--- config.mk ---
export PLATFORM = sky130hd
export DESIGN_NAME = wb_sys_responder
export DESIGN_NICKNAME = d
export VERILOG_FILES = /design/src/rtl/wb_sys_responder.sv
export SDC_FILE = /design/constraint.sdc
export NUM_CORES = 1
export LEC_CHECK = 0
export ABC_AREA = 1
export BUFFER_PORTS_ARGS = -buffer_cell sky130_fd_sc_hd__buf_4
export CAP_MARGIN = 30
export CORE_MARGIN = 2
export CORE_UTILIZATION = 51
export CTS_CLUSTER_SIZE = 40
export DETAILED_ROUTE_END_ITERATION = 12
export PLACE_DENSITY = 0.95
export SLEW_MARGIN = 40
export SYNTH_ARGS = -nofsm -noshare
export SYNTH_HDL_FRONTEND = slang
export SYNTH_SLANG_ARGS = --single-unit
--- constraint.sdc ---
create_clock -name sys_clk -period 3.52 [get_ports sys_clk]
set_clock_uncertainty 0.15 [all_clocks]
set_input_delay 0.352 -clock sys_clk [delete_from_list [all_inputs] [get_ports sys_clk]]
set_output_delay 0.352 -clock sys_clk [all_outputs]
set_load 0.005 [all_outputs]
--- src/rtl/wb_sys_responder.sv ---
// -----------------------------------------------------------------------------
// wb_sys_responder
//   Wishbone target for the ZAP ARM bus. Each CPU cycle is decoded to one of:
//   the SVF stub constants, the MADAM or CLIO register blocks (one-cycle rd/wr
//   strobes followed by REG_WS wait cycles), or the external memory port
//   (held request with a timeout). Every beat ends in a single-cycle wb_ack.
//
//   Ports
//     sys_clk, reset_n           clock, asynchronous active-low reset
//     wb_adr/dat_w/sel/we        CPU request fields
//     wb_cyc/stb/cti             CPU cycle control (cti: 000 classic,
//                                010 incrementing burst, 111 end of burst)
//     wb_dat_r, wb_ack           read data (valid with ack), beat acknowledge
//     madam_rd/wr, madam_dout    MADAM strobes (0x0330_xxxx) and read data
//     clio_rd/wr, clio_dout      CLIO strobes (0x0340_xxxx) and read data
//     mem_req/we/adr/sel/wdat    memory port request, held until completion
//     mem_rdat, mem_ack          memory read data and completion
//     timeout_evt                one-cycle pulse when a memory timeout fires
// -----------------------------------------------------------------------------
module wb_sys_responder #(
  parameter int unsigned REG_WS      = 1,
  parameter int unsigned TIMEOUT     = 255,
  parameter logic [31:0] TIMEOUT_DAT = 32'hDEADBEEF,
  parameter logic [31:0] SVF_DAT     = 32'hBADACCE5
) (
  input  logic        sys_clk,
  input  logic        reset_n,
  input  logic [31:0] wb_adr,
  input  logic [31:0] wb_dat_w,
  input  logic [3:0]  wb_sel,
  input  logic        wb_we,
  input  logic        wb_cyc,
  input  logic        wb_stb,
  input  logic [2:0]  wb_cti,
  output logic [31:0] wb_dat_r,
  output logic        wb_ack,
  output logic        madam_rd,
  output logic        madam_wr,
  input  logic [31:0] madam_dout,
  output logic        clio_rd,
  output logic        clio_wr,
  input  logic [31:0] clio_dout,
  output logic        mem_req,
  output logic        mem_we,
  output logic [31:0] mem_adr,
  output logic [3:0]  mem_sel,
  output logic [31:0] mem_wdat,
  input  logic [31:0] mem_rdat,
  input  logic        mem_ack,
  output logic        timeout_evt
);

  localparam logic [7:0] REG_LAST = 8'(REG_WS);
  localparam logic [7:0] TO_LAST  = 8'(TIMEOUT - 1);

  typedef enum logic [1:0] {
    S_IDLE,
    S_REG,
    S_MEM,
    S_ACK
  } state_t;

  state_t      state, state_nx;
  logic [7:0]  cnt, cnt_nx;
  logic        madam_q;
  logic        accept;
  logic        dat_ld;
  logic [31:0] dat_nx;
  logic        madam_rd_nx, madam_wr_nx, clio_rd_nx, clio_wr_nx;
  logic        timeout_nx;
  logic        hit_svf2, hit_svf, hit_madam, hit_clio;

  // Burst and classic beats complete identically: the master supplies every
  // beat address and each beat passes through IDLE, so cti carries no state.
  logic unused_cti;
  assign unused_cti = ^wb_cti;

  assign hit_svf2  = (wb_adr == 32'h032002B4);
  assign hit_svf   = (wb_adr == 32'h03206100) || (wb_adr == 32'h03206900);
  assign hit_madam = (wb_adr[31:16] == 16'h0330);
  assign hit_clio  = (wb_adr[31:16] == 16'h0340);

  always_comb begin
    state_nx    = state;
    cnt_nx      = cnt;
    accept      = 1'b0;
    dat_ld      = 1'b0;
    dat_nx      = wb_dat_r;
    madam_rd_nx = 1'b0;
    madam_wr_nx = 1'b0;
    clio_rd_nx  = 1'b0;
    clio_wr_nx  = 1'b0;
    timeout_nx  = 1'b0;
    case (state)
      S_IDLE: begin
        if (wb_cyc && wb_stb) begin
          accept = 1'b1;
          cnt_nx = '0;
          if (hit_svf2 || hit_svf) begin
            state_nx = S_ACK;
            if (!wb_we) begin
              dat_ld = 1'b1;
              dat_nx = hit_svf2 ? '0 : SVF_DAT;
            end
          end else if (hit_madam) begin
            state_nx    = S_REG;
            madam_rd_nx = !wb_we;
            madam_wr_nx = wb_we;
          end else if (hit_clio) begin
            state_nx   = S_REG;
            clio_rd_nx = !wb_we;
            clio_wr_nx = wb_we;
          end else begin
            state_nx = S_MEM;
          end
        end
      end
      S_REG: begin
        if (!wb_cyc) begin
          state_nx = S_IDLE;
          cnt_nx   = '0;
        end else if (cnt == REG_LAST) begin
          state_nx = S_ACK;
          cnt_nx   = '0;
          if (!mem_we) begin
            dat_ld = 1'b1;
            dat_nx = madam_q ? madam_dout : clio_dout;
          end
        end else begin
          cnt_nx = cnt + 8'd1;
        end
      end
      S_MEM: begin
        // A completion in the same cycle as the timeout wins over it.
        if (!wb_cyc) begin
          state_nx = S_IDLE;
          cnt_nx   = '0;
        end else if (mem_ack) begin
          state_nx = S_ACK;
          cnt_nx   = '0;
          if (!mem_we) begin
            dat_ld = 1'b1;
            dat_nx = mem_rdat;
          end
        end else if (cnt == TO_LAST) begin
          state_nx   = S_ACK;
          cnt_nx     = '0;
          timeout_nx = 1'b1;
          if (!mem_we) begin
            dat_ld = 1'b1;
            dat_nx = TIMEOUT_DAT;
          end
        end else begin
          cnt_nx = cnt + 8'd1;
        end
      end
      S_ACK: begin
        state_nx = S_IDLE;
      end
      default: begin
        state_nx = S_IDLE;
        cnt_nx   = '0;
      end
    endcase
  end

  // Outputs are registered from the next state so wb_ack/mem_req are flops.
  always_ff @(posedge sys_clk or negedge reset_n) begin
    if (!reset_n) begin
      state       <= S_IDLE;
      cnt         <= '0;
      madam_q     <= 1'b0;
      wb_ack      <= 1'b0;
      wb_dat_r    <= '0;
      madam_rd    <= 1'b0;
      madam_wr    <= 1'b0;
      clio_rd     <= 1'b0;
      clio_wr     <= 1'b0;
      mem_req     <= 1'b0;
      mem_we      <= 1'b0;
      mem_adr     <= '0;
      mem_sel     <= '0;
      mem_wdat    <= '0;
      timeout_evt <= 1'b0;
    end else begin
      state       <= state_nx;
      cnt         <= cnt_nx;
      wb_ack      <= (state_nx == S_ACK);
      mem_req     <= (state_nx == S_MEM);
      madam_rd    <= madam_rd_nx;
      madam_wr    <= madam_wr_nx;
      clio_rd     <= clio_rd_nx;
      clio_wr     <= clio_wr_nx;
      timeout_evt <= timeout_nx;
      if (dat_ld) begin
        wb_dat_r <= dat_nx;
      end
      if (accept) begin
        mem_adr  <= wb_adr;
        mem_sel  <= wb_sel;
        mem_wdat <= wb_dat_w;
        mem_we   <= wb_we;
        madam_q  <= hit_madam;
      end
    end
  end

endmodule

After elaboration in Yosys (flattened, before gate mapping):

Index checks and enable logic that the tools add are counted.
W data, S select, Z words.

* $add $sub $neg: 1
* multiply operators: 0
* divide/modulo/power cells: 0
* order comparisons: 0
* equal/unequal tests: 22
* shift operators: 0
* mux-type cells: 65
* bitwise operators: 0
* reduce and logical (&&, ||, !) cells: 8

Operators with widths (count)
* $mux W32: 13
* $eq A32 B26 Y1 const B: 3
* $pmux W32 S3: 1
* $mux W8: 6
* $mux W1: 33
* $eq A16 B10 Y1 const B: 2
* $pmux W8 S3: 1
* $mux W2: 9
* $ne A2 B2 Y1 const B: 7
* $reduce_and A12 Y1: 1
* $ne A3 B3 Y1 const B: 3
* $add A8 B1 Y8 const B: 1
* $eq A2 B2 Y1 const B: 4
* $eq A8 B1 Y1 const B: 1
* $eq A8 B8 Y1 const B: 1
* $pmux W2 S4: 1
* $pmux W1 S3: 1
* $reduce_bool A3 Y1: 1
* $eq A2 B1 Y1 const B: 1
* $logic_not A2 Y1: 1
* $logic_or A1 B1 Y1: 2
* $reduce_and A2 Y1: 1
* $logic_and A1 B1 Y1: 1
* $logic_not A1 Y1: 1

* bits in registers: 119
* bits in latches: 0
* bits in writable memories: 0
* memory bits (read-only): 0
* input port bits: 173
* output and inout bits: 108
* logic and storage cells: 111
* memories kept: 0

Depth between registers and ports, before layout:

* word-level depth: 7
* mapped depth: 12
* gate-level depth less buffers: 11

Worst setup path before layout:

No wires, ideal clock.

* path type: register to register
* start: register state[1]
* end: register wb_dat_r[12]
* library setup time: 0.117 ns
* arrival: 1.656 ns
* data required time: 3.253 ns
* setup slack: 1.597 ns
* stages on the path, launching flop included: 13
* path buffers: 2
* period minus slack after synthesis: 1.923 ns
* path through: dfrtp_1 -> inv_1 -> ha_1 -> buf_2 -> nor2_1 -> a21oi_1 -> nor2_2 -> nand3_2 -> nor2_4 -> nand2_4 -> buf_6 -> nand2_1 -> nand2_1

* word-level cells in the longest chain between the ends: 3

RTL lines
* start: declaration: line 63 `state_t state, state_nx;`
* start signal: assignment: line 186 `state <= state_nx;`
* $eq A2 B2 Y1 (tied with other cells): line 94 `case (state)`
* $pmux W1 S3 (tied with other cells): line 94
* $reduce_and A12 Y1 (no source line)
* end signal: assignment: line 196 `wb_dat_r <= dat_nx;`
* end: declaration: line 35 `output logic [31:0] wb_dat_r,`

Parallel ways exist; a longest one is shown, timed or not.
A chain may end at the register's enable or synchronous reset.

Final worst setup path:

* start: input port wb_adr[26]
* end: register wb_dat_r[18]

* word-level cells in the longest chain between the ends: 7

RTL lines
* start: declaration: line 28 `input logic [31:0] wb_adr,`
* $eq A32 B26 Y1: line 79 `assign hit_svf = (wb_adr == 32'h03206100) || (wb_adr == 32'h03206900);`
* $logic_or A1 B1 Y1: line 79
* $logic_or A1 B1 Y1 *: line 99 `if (hit_svf2 || hit_svf) begin`
* $mux W1: line 99
* $mux W1: line 96 `if (wb_cyc && wb_stb) begin`
* $pmux W1 S3: line 94
* $reduce_and A12 Y1 (no source line) *

Every way passes the cells marked *; elsewhere a longest branch is shown, timed or not.

==> results.py <==
metrics = {
    "power": {
        "clkPwrFrac": 0.246,
        "power.internal_mw": 4.32,
        "powerDensity_nw_per_um2": 788,
        "combinationalPowerShare": 0.439,
        "p_seq_frac": 0.315,
        "p_leak_nw": 4.85,
        "total_power_mw": 7.13,
        "p_sw_mw": 2.81,
        "ir_worst_vdd_v": 0.000482,
        "switching_share": 0.394,
    },
    "timing": {
        "tightest_slew_ns": 0.791,
        "drv_slew": 0,
        "setup_viol": 0,
        "setup_ws_ns": 0.713,
        "rsz0062_at_grt": "no",
        "whs_ns": -0.00471,
        "tns_ns": 0,
        "max_freq_ghz": 0.356,
        "fin_crit_sh": 0.798,
        "hold_viol_final": 1,
        "slew_headroom": 0.472,
        "finalCriticalPeriod_ns": 2.81,
    },
    "placement": {
        "dp_cells": 1186,
        "dp_hpwl_mm": 13.6,
        "dp_slack_ns": 0.933,
        "globalplace.congestion": 0.865,
        "port_buffers": 277,
        "dpl_cell_area_sq_um": 8130,
    },
    "floorplan": {
        "die_w_microns": 113,
        "start_util": 0.526,
        "io_pins": 281,
        "num_rows": 39,
        "dieArea_sq_um": 12700,
        "core_area_sq_um": 11500,
        "die_h_microns": 113,
    },
    "route": {
        "wl_per_cell_microns": 16.6,
        "vias_per_cell": 5.40,
        "routed_wl_mm": 20.8,
        "antenna_left": 0,
        "drt_iter0_markers": 680,
        "firstDrtPassIters": 6,
        "route.vias.total": 6758,
        "drc": 0,
    },
    "setup_path": {
        "endpoint_kind": "register",
        "slowest_delay_ns": 0.56,
        "endpoint": "wb_dat_r[18]",
        "critical-path-top-delay-family": "simple AND/OR/NAND/NOR gates",
        "reg2reg_from": "state[0]",
        "worstPathCellList": "dlygate4sd3_1, buf_4, nor2_1, nand2_1, nor2_2, nand2_1, nor2_1, nand3_1, nand2_2, nand2_4, nand2_1, nand2_1",
        "rr_endpoint": "wb_dat_r[5]",
        "startpoint": "wb_adr[26]",
        "worstPathArrival_ns": 2.94,
        "worstPathMaxFanout": 33,
        "r2r_slack_ns": 0.88,
        "crit_required_ns": 3.66,
        "path_common_cell": "nand2_1",
        "cp.depth": 12,
        "startpoint_type": "primary input",
        "cp_slowest_cell": "dlygate4sd3_1",
        "crit_type": "in2reg",
        "worst-path-buf-inv": 2,
        "ff2ff_path_depth": 7,
    },
    "logic_synthesis": {
        "yosysWarnings": 0,
        "synth_area_per_cell_sq_um": 7.52,
        "synth_nets": 982,
        "yosysMostFrequentCell": "nand2_1",
        "synth_ff_type": "dfrtp_1",
        "post-synth-top-area-cell": "dfrtp_1",
        "netlist_area_sq_um": 6030,
        "ys_seq_area_frac": 0.494,
        "ys_async_sr_fraction": 1.00,
        "synth_common_cells": "nand2_1 (339), dfrtp_1 (119), o21ai_0 (81), nor2_1 (63), nand3_1 (47)",
        "synth_largest_type_area_fraction": 0.494,
        "syn_inst": 801,
        "synth_edf_count": 0,
        "synth-seq-cells": 119,
        "synth_area_leaders": "dfrtp_1 (49%), nand2_1 (21%), o21ai_0 (6.7%)",
        "synth_cell_types": 29,
    },
    "clock_tree": {
        "tritoncts": "done",
        "clock-root-buffer": "clkbuf_16",
        "cts_max_path_buffers": 2,
        "cts_resized": 0,
        "ctsHtreeMaxLevel": 4,
        "cts_buffers": 17,
        "cts_setup_buffers": 0,
        "insertion_delay_ns": 0.41,
        "cts.clk_slew.worst_paths_ns": 0.07,
        "clock-sinks": 119,
        "hold_buffers": 30,
    },
    "final_layout": {
        "n_antenna_cell": 0,
        "fin_util": 0.790,
        "finish.instance_area_sq_um": 9060,
        "drive_gt1_frac": 0.301,
        "nFillCells": 781,
        "fin_cells": 1251,
        "area_delta_synth_final_pct": 50.3,
        "nNetsFinal": 1276,
    },
    "global_routing": {
        "grt_max_degree": 66,
        "antenna_found_initial": 0,
        "grt_pass1_vias": 6649,
        "grt_overflow_total": 0,
        "grt_pass1_wl_mm": 32.4,
        "grtUsageTotal": 0.321,
    },
    "outcome": {
        "status": "finished, violations left",
        "violations": "hold timing",
    },
    "flow_run": {
        "cap_violations": 0,
    },
    "worst_hold_path": {
        "worstHoldPathType": "in2reg",
    },
}
==> sequential cells by signal (all words and copies together) (netlist names) <==
signal,flops
mem_adr,32
madam_q,1
clio_wr,1
state,2
timeout_evt,1
madam_wr,1
cnt,8
mem_we,1
mem_sel,4
wb_dat_r,32
clio_rd,1
wb_ack,1
mem_req,1
madam_rd,1
mem_wdat,32
==> power by group through the flow <==
stage	clock (mW)	sequential (mW)	combinational (mW)
after floorplan	0	2.26	1.66
final	1.76	2.25	3.13
after detailed placement	0	2.24	3.03
after CTS	1.76	2.23	3.08
after global placement	0	2.21	2.94
after global routing	1.85	2.31	3.46
==> cell type report <==
| class | count | area (sq um) | share of cell area |
|---|---|---|---|
| sequential | 119 | 2980 | 0.329 |
| multi-input combinational | 604 | 2690 | 0.297 |
| timing repair buffer | 318 | 2480 | 0.274 |
| clock buffer | 18 | 429 | 0.0474 |
| tap | 143 | 179 | 0.0198 |
| clock inverter | 14 | 164 | 0.0181 |
| inverter | 35 | 131 | 0.0145 |
==> cells in the final DEF, fill, tap and decap left out, types with 2 or more instances in the layout <==
master,instances
nor3_1,3
bufinv_16,2
nand2_2,4
inv_1,31
nor2_1,62
nor3b_1,2
o21ai_1,7
nand2_1,339
o21ai_0,81
nand3_2,2
nor2_2,2
dfrtp_1,119
nand3_1,47
clkbuf_16,17
nor2_4,4
clkinvlp_4,3
inv_6,6
clkinv_4,2
inv_2,4
a21oi_1,21
buf_4,284
nand4_1,3
o21a_1,13
dlygate4sd3_1,33
ha_1,8
==> worst min-delay path, stage by stage <==
cell and delay, ns:
buf_4 0.08, nand2_1 0.04, nand2_1 0.06
==> cells by family after synthesis <==
family	Yosys count	synth area share
AND/OR/NAND/NOR	470	0.316
AO/OA/AOI/OAI	124	0.110
flip-flops	119	0.494
buffers and inverters	78	0.0604
adder cells (fa/ha/maj)	8	0.0166
XOR/XNOR	2	0.00291
==> layer usage <==
| layer | routed length [microns] | part of all wire | global-route usage |
|---|---|---|---|
| met1 | 7720 | 0.37 | 0.376 |
| met2 | 10600 | 0.51 | 0.555 |
| met3 | 1510 | 0.073 | 0.0793 |
| met4 | 934 | 0.045 | 0.147 |
| met5 | 0 | 0 | 0 |
==> worst min-delay path by stage <==
stage / slack [ns] / startpoint / cells past startpoint / to
final: -0.005 / wb_dat_w[27] / 3 / mem_wdat[27]
after global routing: 0.00001 / wb_adr[25] / 3 / mem_adr[25]
after CTS: 0.0006 / wb_dat_w[25] / 3 / mem_wdat[25]
after detailed placement: 0.24 / reset_n / 1 / wb_dat_r[26]
after global placement: 0.23 / reset_n / 1 / wb_dat_r[26]
after floorplan: -0.09 / reset_n / 0 / clio_rd
Power figures use the tool's default switching activity.
